<file path="src/rtl/mux2_arbiter_pkg.sv">
// Shared definitions for the two-requester mux select arbiter:
// FSM state encoding and mux select constants.
package mux2_arbiter_pkg;

    typedef enum logic [1:0] {
        IDLE  = 2'b00,
        GNT_A = 2'b01,
        GNT_B = 2'b10
    } arb_state_t;

    localparam logic SEL_A = 1'b0;
    localparam logic SEL_B = 1'b1;

endpackage

</file>
<file path="src/rtl/mux2_arbiter.sv">
// Round-robin arbiter for two requesters sharing a 2:1 mux.
// Drives registered grants and the mux select. A holder that keeps the
// grant for MAX_HOLD cycles while the other side waits is preempted.
module mux2_arbiter
    import mux2_arbiter_pkg::*;
#(
    parameter int unsigned MAX_HOLD = 16,
    parameter int unsigned CW       = 5
) (
    input  logic i_clk,
    input  logic i_rst_n,
    input  logic i_req_a,
    input  logic i_req_b,
    input  logic i_last_a,
    input  logic i_last_b,
    output logic o_gnt_a,
    output logic o_gnt_b,
    output logic o_sel,
    output logic o_busy,
    output logic o_preempt
);

    // Counter value seen in the holder's final allowed cycle, and the saturation value.
    localparam logic [CW-1:0] HOLD_LAST = (MAX_HOLD > 0) ? CW'(MAX_HOLD - 1) : '0;
    localparam logic [CW-1:0] HOLD_MAX  = CW'(MAX_HOLD);

    arb_state_t    state;
    arb_state_t    state_nxt;
    logic [CW-1:0] hold_cnt;
    logic          ptr_b;        // 1: B wins the next simultaneous request
    logic          sel;
    logic          preempt;
    logic          preempt_nxt;
    logic          timeout;
    logic          entering;

    assign timeout  = (MAX_HOLD != 0) && (hold_cnt == HOLD_LAST);
    assign entering = (state_nxt != state) && (state_nxt != IDLE);

    // Next-state decision: release beats timeout; a handoff never passes through IDLE.
    always_comb begin
        state_nxt   = state;
        preempt_nxt = 1'b0;
        unique case (state)
            IDLE: begin
                if (i_req_a && (!i_req_b || !ptr_b)) begin
                    state_nxt = GNT_A;
                end else if (i_req_b) begin
                    state_nxt = GNT_B;
                end
            end
            GNT_A: begin
                if (i_last_a || !i_req_a) begin
                    state_nxt = i_req_b ? GNT_B : IDLE;
                end else if (timeout && i_req_b) begin
                    state_nxt   = GNT_B;
                    preempt_nxt = 1'b1;
                end
            end
            GNT_B: begin
                if (i_last_b || !i_req_b) begin
                    state_nxt = i_req_a ? GNT_A : IDLE;
                end else if (timeout && i_req_a) begin
                    state_nxt   = GNT_A;
                    preempt_nxt = 1'b1;
                end
            end
            default: state_nxt = IDLE;
        endcase
    end

    // State register.
    always_ff @(posedge i_clk or negedge i_rst_n) begin
        if (!i_rst_n) begin
            state <= IDLE;
        end else begin
            state <= state_nxt;
        end
    end

    // Hold counter, round-robin pointer, select and preempt pulse; all update on grant entry.
    always_ff @(posedge i_clk or negedge i_rst_n) begin
        if (!i_rst_n) begin
            hold_cnt <= '0;
            ptr_b    <= 1'b0;
            sel      <= SEL_A;
            preempt  <= 1'b0;
        end else begin
            preempt <= preempt_nxt;
            if (entering) begin
                hold_cnt <= '0;
                ptr_b    <= (state_nxt == GNT_A);
                sel      <= (state_nxt == GNT_B) ? SEL_B : SEL_A;
            end else if ((state != IDLE) && (hold_cnt != HOLD_MAX)) begin
                hold_cnt <= hold_cnt + 1'b1;
            end
        end
    end

    assign o_gnt_a   = (state == GNT_A);
    assign o_gnt_b   = (state == GNT_B);
    assign o_busy    = (state != IDLE);
    assign o_sel     = sel;
    assign o_preempt = preempt;

endmodule

</file>
<file path="config.mk">
export PLATFORM = sky130hd
export DESIGN_NAME = mux2_arbiter
export DESIGN_NICKNAME = d
export VERILOG_FILES = /design/src/rtl/mux2_arbiter_pkg.sv /design/src/rtl/mux2_arbiter.sv
export SDC_FILE = /design/constraint.sdc
export NUM_CORES = 1
export LEC_CHECK = 0
export CORE_MARGIN = 2
export CORE_UTILIZATION = 35
export DETAILED_ROUTE_END_ITERATION = 16
export PLACE_DENSITY_LB_ADDON = 0.05
export SKIP_CTS_REPAIR_TIMING = 1
export SYNTH_ARGS = -nofsm -noshare
export SYNTH_HDL_FRONTEND = slang
export SYNTH_SLANG_ARGS = --single-unit
</file>
<file path="constraint.sdc">
create_clock -name i_clk -period 4 [get_ports i_clk]
set_input_delay 0.8 -clock i_clk [delete_from_list [all_inputs] [get_ports i_clk]]
set_output_delay 0.8 -clock i_clk [all_outputs]
set_load 0.005 [all_outputs]
</file>
* Word-level counts from Yosys, hierarchy flattened
Index checks and enable logic that the tools add are counted.
Widths: inputs -> output; s select.
** Storage, ports and cells
- Flip-flop bits (word level) :: 10
- Bits of input ports :: 6
- Output and inout port bits :: 5
- Word-level logic and storage cells :: 45
** Operators by class
- Reduce and logical (&&, ||, !) cells :: 15
- Multiplexer cells :: 17
- $add $sub $neg :: 1
- Eq/ne operators :: 7
** Operators with widths (number)
- $mux 2 :: 7
- $mux 5 :: 2
- $mux 1 :: 6
- $pmux 2 s3 :: 1
- $reduce_bool 2->1 :: 3
- $add 5x1->5 const B :: 1
- $eq 5x4->1 const B :: 1
- $logic_and 1x1->1 :: 5
- $ne 5x5->1 const B :: 1
- $eq 2x1->1 const B :: 2
- $eq 2x2->1 const B :: 2
- $logic_not 1->1 :: 3
- $logic_or 1x1->1 :: 3
- $logic_not 2->1 :: 1
- $ne 2x2->1 :: 1
- $pmux 1 s2 :: 1

* Longest topological paths before layout
Gate-level depths: netlist of the first run.
- Depth in word-level cells :: 8
- Gate-level depth with buffers :: 9
- Depth with buffers taken out :: 8

* Worst setup path after synthesis of the first run
Ideal clock, no wire load.
- Path type :: register to register
- From :: register hold_cnt[0]
- To :: register hold_cnt[4]
- Cell stages (with the launch flop) :: 10
- Clock period less this slack :: 2.147 ns
- Buffers on the path :: 1
- Arrival time :: 2.054 ns
- Library setup time :: 0.094 ns
- Setup slack :: 1.853 ns
- Cells stage by stage :: dfrtp_1 ha_1 and3_1 ha_1 or3b_1 a32oi_1 and3_1 buf_6 o22ai_4 a221oi_2
** On the way
- Longest elaborated chain between the ends :: 8
- Elaborated cells on any way between the ends :: 17
- Classes of those cells :: 1 x add/sub; 3 x eq/ne; 7 x mux; 6 x reduce/logical
** RTL lines
- from (decl) :: line mux2_arbiter.sv:29 : logic [CW-1:0] hold_cnt;
- from (signal assigned) :: line mux2_arbiter.sv:95 : hold_cnt <= hold_cnt + 1'b1;
- $eq 5x4->1 :: line mux2_arbiter.sv:37 : assign timeout = (MAX_HOLD != 0) && (hold_cnt == HOLD_LAST);
- $logic_and 1x1->1 (on tied branches) :: line mux2_arbiter.sv:63, mux2_arbiter.sv:55
- $mux 2 (on tied branches) :: line mux2_arbiter.sv:63, mux2_arbiter.sv:55
- $mux 2 (on tied branches) :: line mux2_arbiter.sv:61, mux2_arbiter.sv:53
- $pmux 2 s3 :: line mux2_arbiter.sv:44 : unique case (state)
- $ne 2x2->1 / $reduce_bool 2->1 (equally long branches) :: line mux2_arbiter.sv:38 : assign entering = (state_nxt != state) && (state_nxt != IDLE);
- $logic_and 1x1->1 :: line mux2_arbiter.sv:38
- $mux 5 / $reduce_bool 2->1 (equally long branches)
Several ways; a longest one is shown, not always the timed one. The select of a mux whose other input is x is not followed.
A chain may end at the register's enable or synchronous reset.

* Worst setup path in the final report of the first run
- From :: register state[1]
- To :: output o_busy
** On the way
- Longest elaborated chain between the ends :: 1
** RTL lines
- from (decl) :: line mux2_arbiter.sv:27 : arb_state_t state;
- from (signal assigned) :: line mux2_arbiter.sv:77 : state <= state_nxt;
- $reduce_bool 2->1 :: line mux2_arbiter.sv:102 : assign o_busy = (state != IDLE);
- to (decl) :: line mux2_arbiter.sv:19 : output logic o_busy,
Every way passes these cells.

==> results of run 1 <==
cell families (layout without fill, tap and decap cells):
family	after synthesis	count (layout)
flip-flops	10	10
AND/OR/NAND/NOR	26	26
XOR/XNOR	3	3
buffers and inverters	10	21
AO/OA/AOI/OAI	28	28
adder cells (fa/ha/maj)	7	7
cells in the mapped netlist, types with 2 or more instances:
cell / count
dfrtp_1: 10
a21oi_1: 8
ha_1: 7
inv_1: 6
nand2_1: 4
nand2b_1: 4
a31oi_1: 3
a32oi_1: 3
and2_1: 3
nor2_1: 3
o21ai_0: 3
a22oi_1: 2
and3_1: 2
and3b_1: 2
nand3_1: 2
o221ai_1: 2
xor2_1: 2
worst max-delay path by stage:
stage	start	end	slack, ns
finish	state[1]	o_busy	1.36
global placement	i_req_b	hold_cnt[4]	1.23
CTS	state[0]	o_busy	1.35
floorplan	hold_cnt[0]	hold_cnt[4]	1.85
detailed placement	i_req_b	hold_cnt[4]	1.21
global route	state[1]	o_busy	1.20
report_power, final:
group          switching (µW)  internal (µW)  leakage (µW)
clock                    37.0           55.2     0.0000210
combinational             196            177      0.000234
sequential               51.0            137      0.000129
cells in the final DEF (no fill, tap or decap), types with 2 or more instances in the layout:
cell type	Yosys	layout
and3_1	2	2
nand3_1	2	2
xor2_1	2	2
inv_1	6	6
and2_1	3	3
nor2_1	3	3
a22oi_1	2	2
clkdlybuf4s50_1	0	10
ha_1	7	7
nand2b_1	4	4
dfrtp_1	10	10
a31oi_1	3	3
a32oi_1	3	3
o21ai_0	3	3
and3b_1	2	2
nand2_1	4	4
clkbuf_4	0	3
o221ai_1	2	2
a21oi_1	8	8
stage by stage:
| step | worst slack [ns] | util [%] | instance area, µm² |
|---|---|---|---|
| finish | 1.36 | 43.1 | 936 |
| global route | 1.20 | 43.1 | 936 |
| floorplan | 1.85 | - | 787 |
| CTS | 1.35 | 43.1 | 936 |
| detailed placement | 1.21 | 41.5 | 900 |
| global placement | 1.23 | 41.5 | 900 |
critical path: stages, from the launching register on:
cell and delay (ns):
dfrtp_1 0.54, inv_1 0.15, ha_1 0.27, inv_2 0.12
clkdlybuf4s50_1 0.50
registers in the layout (all words and copies together) (netlist names):
signal,flops
hold_cnt,5
state,2
o_preempt,1
o_sel,1
ptr_b,1
routing by layer:
layer,track usage (%),vias up
met4,2.63,0
met5,0,-
met2,23.5,14
met1,20.9,310
met3,3.80,2
li1,-,338
area by class of cell:
cell class                 instances  share of cell area, %
timing repair buffer              10                   10.7
sequential                        10                   26.7
inverter                           7                   2.81
tap                               28                   3.74
clock buffer                       4                   3.88
multi-input combinational         64                   52.1
==> key figures, run 1 <==
Logic synthesis
  • Post-synthesis sequential area ratio: 31.8%
  • Largest family of logic cells by synthesized area: compound AO/OA/AOI/OAI gates
  • Post-synth EDFFs: 0
  • Top post-synthesis cells by area: dfrtp_1 (32%), ha_1 (11%), a21oi_1 (5.1%)
  • Ys async rst share: 100%
  • Syn avg cell area: 9.37 µm²
  • Distinct cells, synth: 35
  • Compound-Gate Fraction of Synth Area: 26.7%
  • Share of the synthesized area in the top cell type: 31.8%
  • Post-Synth Adder-Cell Area: 11.1%
  • Synth area leader: dfrtp_1
  • Mux share of post-synthesis cell area: 0%
  • Cell area after synthesis: 787 µm²
  • Dominant synthesized flop cell: dfrtp_1
  • Synthesis warning total: 0
  • Area share of xor/xnor cells in the synthesized design: 3.34%
  • Cells after Synth: 84
  • #FFs+latches synth: 10
  • Post-synthesis simple-gate area fraction: between 20% and 30%
  • Syn_nets: 97

Routing
  • Wire per inst: 13.8 µm
  • Metal2 WL: 752 µm
  • Met1 wire length: 851 µm
  • Met3 WL: 75 µm
  • Top sig layer: met4
  • Vias/cell: 5.40
  • Vias: 664
  • Detail Route Antenna Nets: 0
  • DRT iter0 DRCs: 14
  • Final WL: approximately 1700 µm
  • DRC errors left: 0
  • TritonRoute pass-1 iters: 4

Timing
  • Tightest Pin Transition: between 0.4 and 0.5 ns
  • Maximum clock frequency: between 300 and 400 MHz
  • Fin Setup TNS: 0 ns
  • Max_slew headroom: 67.4%
  • Finish-stage setup viols: 0
  • Final max-slew violation count: 0
  • Final period util: 66.1%
  • Final Skew: approximately 0.0016 ns
  • Crit path time final: 2.64 ns
  • RSZ-0062 raised after global routing: no
  • Final Hold Fails: 0
  • Hold_ws: 0.602 ns

Finish
  • Area occupied by multi-input gates: 488 µm²
  • FF/Latch Area: 250 µm²
  • Finished Layout Cells: 123
  • Area Growth Syn to Fin: 18.9%
  • Fraction of layout instances using a drive strength above 1: under 10%
  • Nets@finish: ~110
  • N_diodes: 0
  • Fillers: 231

Die
  • Starting Density: 36.3%
  • Std-Cell Rows: 17
  • Core box area: 0.00217 mm²
  • Die W: 51.4 µm
  • # IOs: 11
  • Die area: about 0.0026 mm²
  • Die Y: 51.4 µm

Place
  • Hpwl dp: approximately 1300 µm
  • Port Buffer Count: 10
  • Placed cells: between 100 and 150
  • GPL Wtd Cong: around 0.74

Power and ir drop
  • Overall power: 653 µW
  • LEAKAGE: around 0.00038 µW
  • Pwr per Cell Area: 697 mW/mm²
  • Maximum vdd ir drop: 308 µV

Worst hold path
  • Worst min path class: flip-flop to flip-flop
  • Hold Path Stages: 2
  • Hold EP: hold_cnt[4]
  • Hold Crit Start: hold_cnt[4]

Critical path
  • RR Endpoint: hold_cnt[4]
  • R2R cell count: 8
  • Worst reg2reg startpoint: hold_cnt[0]
  • Worst setup SP type: flip-flop
  • Worst path required time: 3.20 ns
  • Critical path class: flip-flop to output pin
  • Largest fanout on the critical path: 10
  • R2R Setup Slk: between 1.5 and 2 ns
  • Worst setup EP type: output pin
  • Critical Path AT: 1.84 ns

GRT
  • Vias in the first global route: 637
  • Total GRT Usage: between 10% and 20%
  • Gr ovfl total: 0
  • Largest net degree at the start of global routing: 13
  • Initial antenna violation count: 0
  • First-pass GRT wire length: 2970 µm

CTS
  • Clock transition at the registers of the reported paths: approximately 0.070 ns
  • Worst-Skew Late Latency: 0.26 ns
  • CTS buffer count: 3
  • CTS H-Tree Depth: 1
  • Root buffer selected by CTS: clkbuf_4
  • CTS tree: yes
  • Clock buffer depth: 2
  • Sink Count: 10

Flow run
  • Maxcap violations: 0

Status
  • Status: finished clean
Power figures use the tool's default switching activity.
==> inputs of run 2 (changes only) <==
==> constraint.sdc (replaced) <==
create_clock -name i_clk -period 2.41 [get_ports i_clk]
set_input_delay 0.482 -clock i_clk [delete_from_list [all_inputs] [get_ports i_clk]]
set_output_delay 0.482 -clock i_clk [all_outputs]
set_load 0.005 [all_outputs]
==> run 2 against run 1 <==
Against the previous run: critical path depth increased by 4; utilization increased by 3.2 points; count of clock-buffer cells in the layout unchanged.
==> key figures, run 2 (synthesis results as in run 1) <==
GRT
  • Initial antenna violation count: 0 (unchanged)
  • Largest net degree at the start of global routing: 11 (-2)
  • Total GRT Usage: 16.3% (+1.3 points)
  • First-pass GRT wire length: 3190 µm (+7.2%)
  • Vias in the first global route: 703 (+10%)
  • Gr ovfl total: 0 (unchanged)

Finish
  • N_diodes: 0 (unchanged)
  • Fraction of layout instances using a drive strength above 1: 17.3% (+8.9 points)
  • Most frequent cells in the layout: dfrtp_1 (10), clkdlybuf4s50_1 (10), buf_4 (9)
  • Nets@finish: 118 (+8.3%)
  • Area Growth Syn to Fin: 27.7%
  • Finished Layout Cells: 132 (+7.3%)
  • Final core utilization: 46.3% (+3.2 points)
  • Largest regs: hold_cnt (5), state (2)
  • Max reg flops: 5 (unchanged)
  • Top reg by flops: hold_cnt
  • Fillers: 241 (+4.3%)

Timing
  • Final Hold Fails: 0 (unchanged)
  • Hold_ws: 0.525 ns (-0.0773 ns)
  • Maximum clock frequency: 432 MHz
  • Final max-slew violation count: 0 (unchanged)
  • Fin Setup TNS: 0 ns (unchanged)
  • Final Skew: 0.000778 ns (-0.000782 ns)
  • Crit path time final: 2.31 ns
  • Finish-stage setup viols: 0 (unchanged)
  • Tightest Pin Transition: 0.561 ns (+0.0748 ns)
  • Max_slew headroom: 62.4% (-5.0 points)
  • Final period util: 95.9%

Power and ir drop
  • Pwr per Cell Area: 1170 mW/mm² (+68%)
  • Maximum vdd ir drop: 593 µV (+93%)
  • Overall power: 1180 µW (+81%)
  • LEAKAGE: 0.000429 µW (+12%)

Critical path
  • CP max stage delay: 0.39 ns (-0.15 ns)
  • Critical Path AT: 2.47 ns (+0.63 ns)
  • Largest fanout on the critical path: 4 (-6)
  • Worst setup EP type: flip-flop
  • Worst path required time: 2.57 ns (-0.63 ns)
  • Crit-path cells: ha_1 > and3_1 > ha_1 > or3b_1 > a32oi_1 > and3_2 > o22ai_4 > a221oi_2
  • CP delay by family, top: simple AND/OR/NAND/NOR gates
  • Critical path class: flip-flop to flip-flop
  • Worst setup SP type: flip-flop
  • Most used cell, CP: ha_1
  • CP max-delay cell: dfrtp_1
  • CP bufs+invs: 0 (-3)

Routing
  • Met1 wire length: 892 µm (+4.8%)
  • Metal2 WL: 899 µm (+20%)
  • Top sig layer: met4
  • Vias: 704 (+6.0%)
  • DRC errors left: 0 (unchanged)
  • Detail Route Antenna Nets: 0 (unchanged)
  • Met3 WL: 52 µm (-31%)
  • Vias/cell: 5.33 (-1.2%)
  • Wire per inst: 14.0 µm (+2.0%)
  • Final WL: 1850 µm (+9.4%)
  • DRT iter0 DRCs: 15 (+1)
  • TritonRoute pass-1 iters: 5 (+1)

Die
  • Die area: 0.00264 mm² (unchanged)
  • Starting Density: 36.3% (unchanged)
  • Die Y: 51.4 µm (unchanged)
  • Die W: 51.4 µm (unchanged)
  • Std-Cell Rows: 17 (unchanged)
  • Core box area: 0.00217 mm² (unchanged)
  • # IOs: 11 (unchanged)

Worst hold path
  • Worst min path class: input port to async pin

CTS
  • CTS buffer count: 3 (unchanged)
  • Worst-Skew Late Latency: 0.26 ns (about the same)
  • Root buffer selected by CTS: clkbuf_4
  • Clock buffer depth: 2 (unchanged)
  • Clock transition at the registers of the reported paths: 0.07 ns (about the same)
  • CTS H-Tree Depth: 1 (unchanged)
  • Sink Count: 10 (unchanged)
  • CTS tree: yes

Place
  • Hpwl dp: 1500 µm (+16%)
  • GPL Wtd Cong: 0.821 (+12%)
  • Port Buffer Count: 10 (unchanged)
  • Placed cells: 128 (+7.6%)

Flow run
  • Maxcap violations: 0 (unchanged)

Status
  • Status: finished clean
[run 2: cell types whose count changed in the layout (fill, tap and decap cells not counted), sizes merged]
cell	before	now
buf	0	9
[run 2: metrics by stage]
stage / setup WS (ns) / area [µm²]
finish: 0.0978 / 1000
detailed placement: 0.0414 / 967
global placement: 0.0627 / 967
CTS: 0.0773 / 1000
global route: -0.0129 / 1000
floorplan: 0.263 / 787
[run 2: layer usage]
metal  up-vias  global-route usage (%)
met5         -                       0
met4         0                    6.58
met3         2                    1.75
met2        14                    27.4
met1       335                    21.2
li1        353                       -
[run 2: area by class of cell]
| class | instances | area (µm²) | share of cell area [%] |
|---|---|---|---|
| Multi-Input combinational cell | 64 | 489 | 48.7 |
| Sequential cell | 10 | 250 | 24.9 |
| Timing Repair Buffer | 19 | 168 | 16.7 |
| Clock buffer | 4 | 36.3 | 3.61 |
| Tap cell | 28 | 35.0 | 3.49 |
| Inverter | 7 | 26.3 | 2.62 |
[run 2: worst register-to-register path: cells and delay by family, from the launching register on]
kind,cells,cell delay (ns)
adder cells (fa/ha/maj),2,0.44
AND/OR/NAND/NOR,3,0.78
flip-flops,1,0.39
AO/OA/AOI/OAI,3,0.60
[run 2: final timing paths]
kind                       depth (start not counted)        start  slack, ns          end
setup reg to reg                                   8  hold_cnt[0]        0.1  hold_cnt[4]
max in group asynchronous                          1      i_rst_n       1.58        ptr_b
hold / removal                                     1      i_rst_n       0.52    o_preempt
min in group i_clk                                 2        ptr_b       0.59        ptr_b
hold reg to reg                                    2        ptr_b       0.59        ptr_b
setup / recovery                                   8  hold_cnt[0]        0.1  hold_cnt[4]
[run 2: where the power goes]
| group | switching, µW | internal, µW | leakage [µW] |
|---|---|---|---|
| registers | 47.3 | 227 | 0.000129 |
| clock network | 60.0 | 91.7 | 0.0000210 |
| logic | 393 | 359 | 0.000279 |
| total | 500 | 678 | 0.000429 |
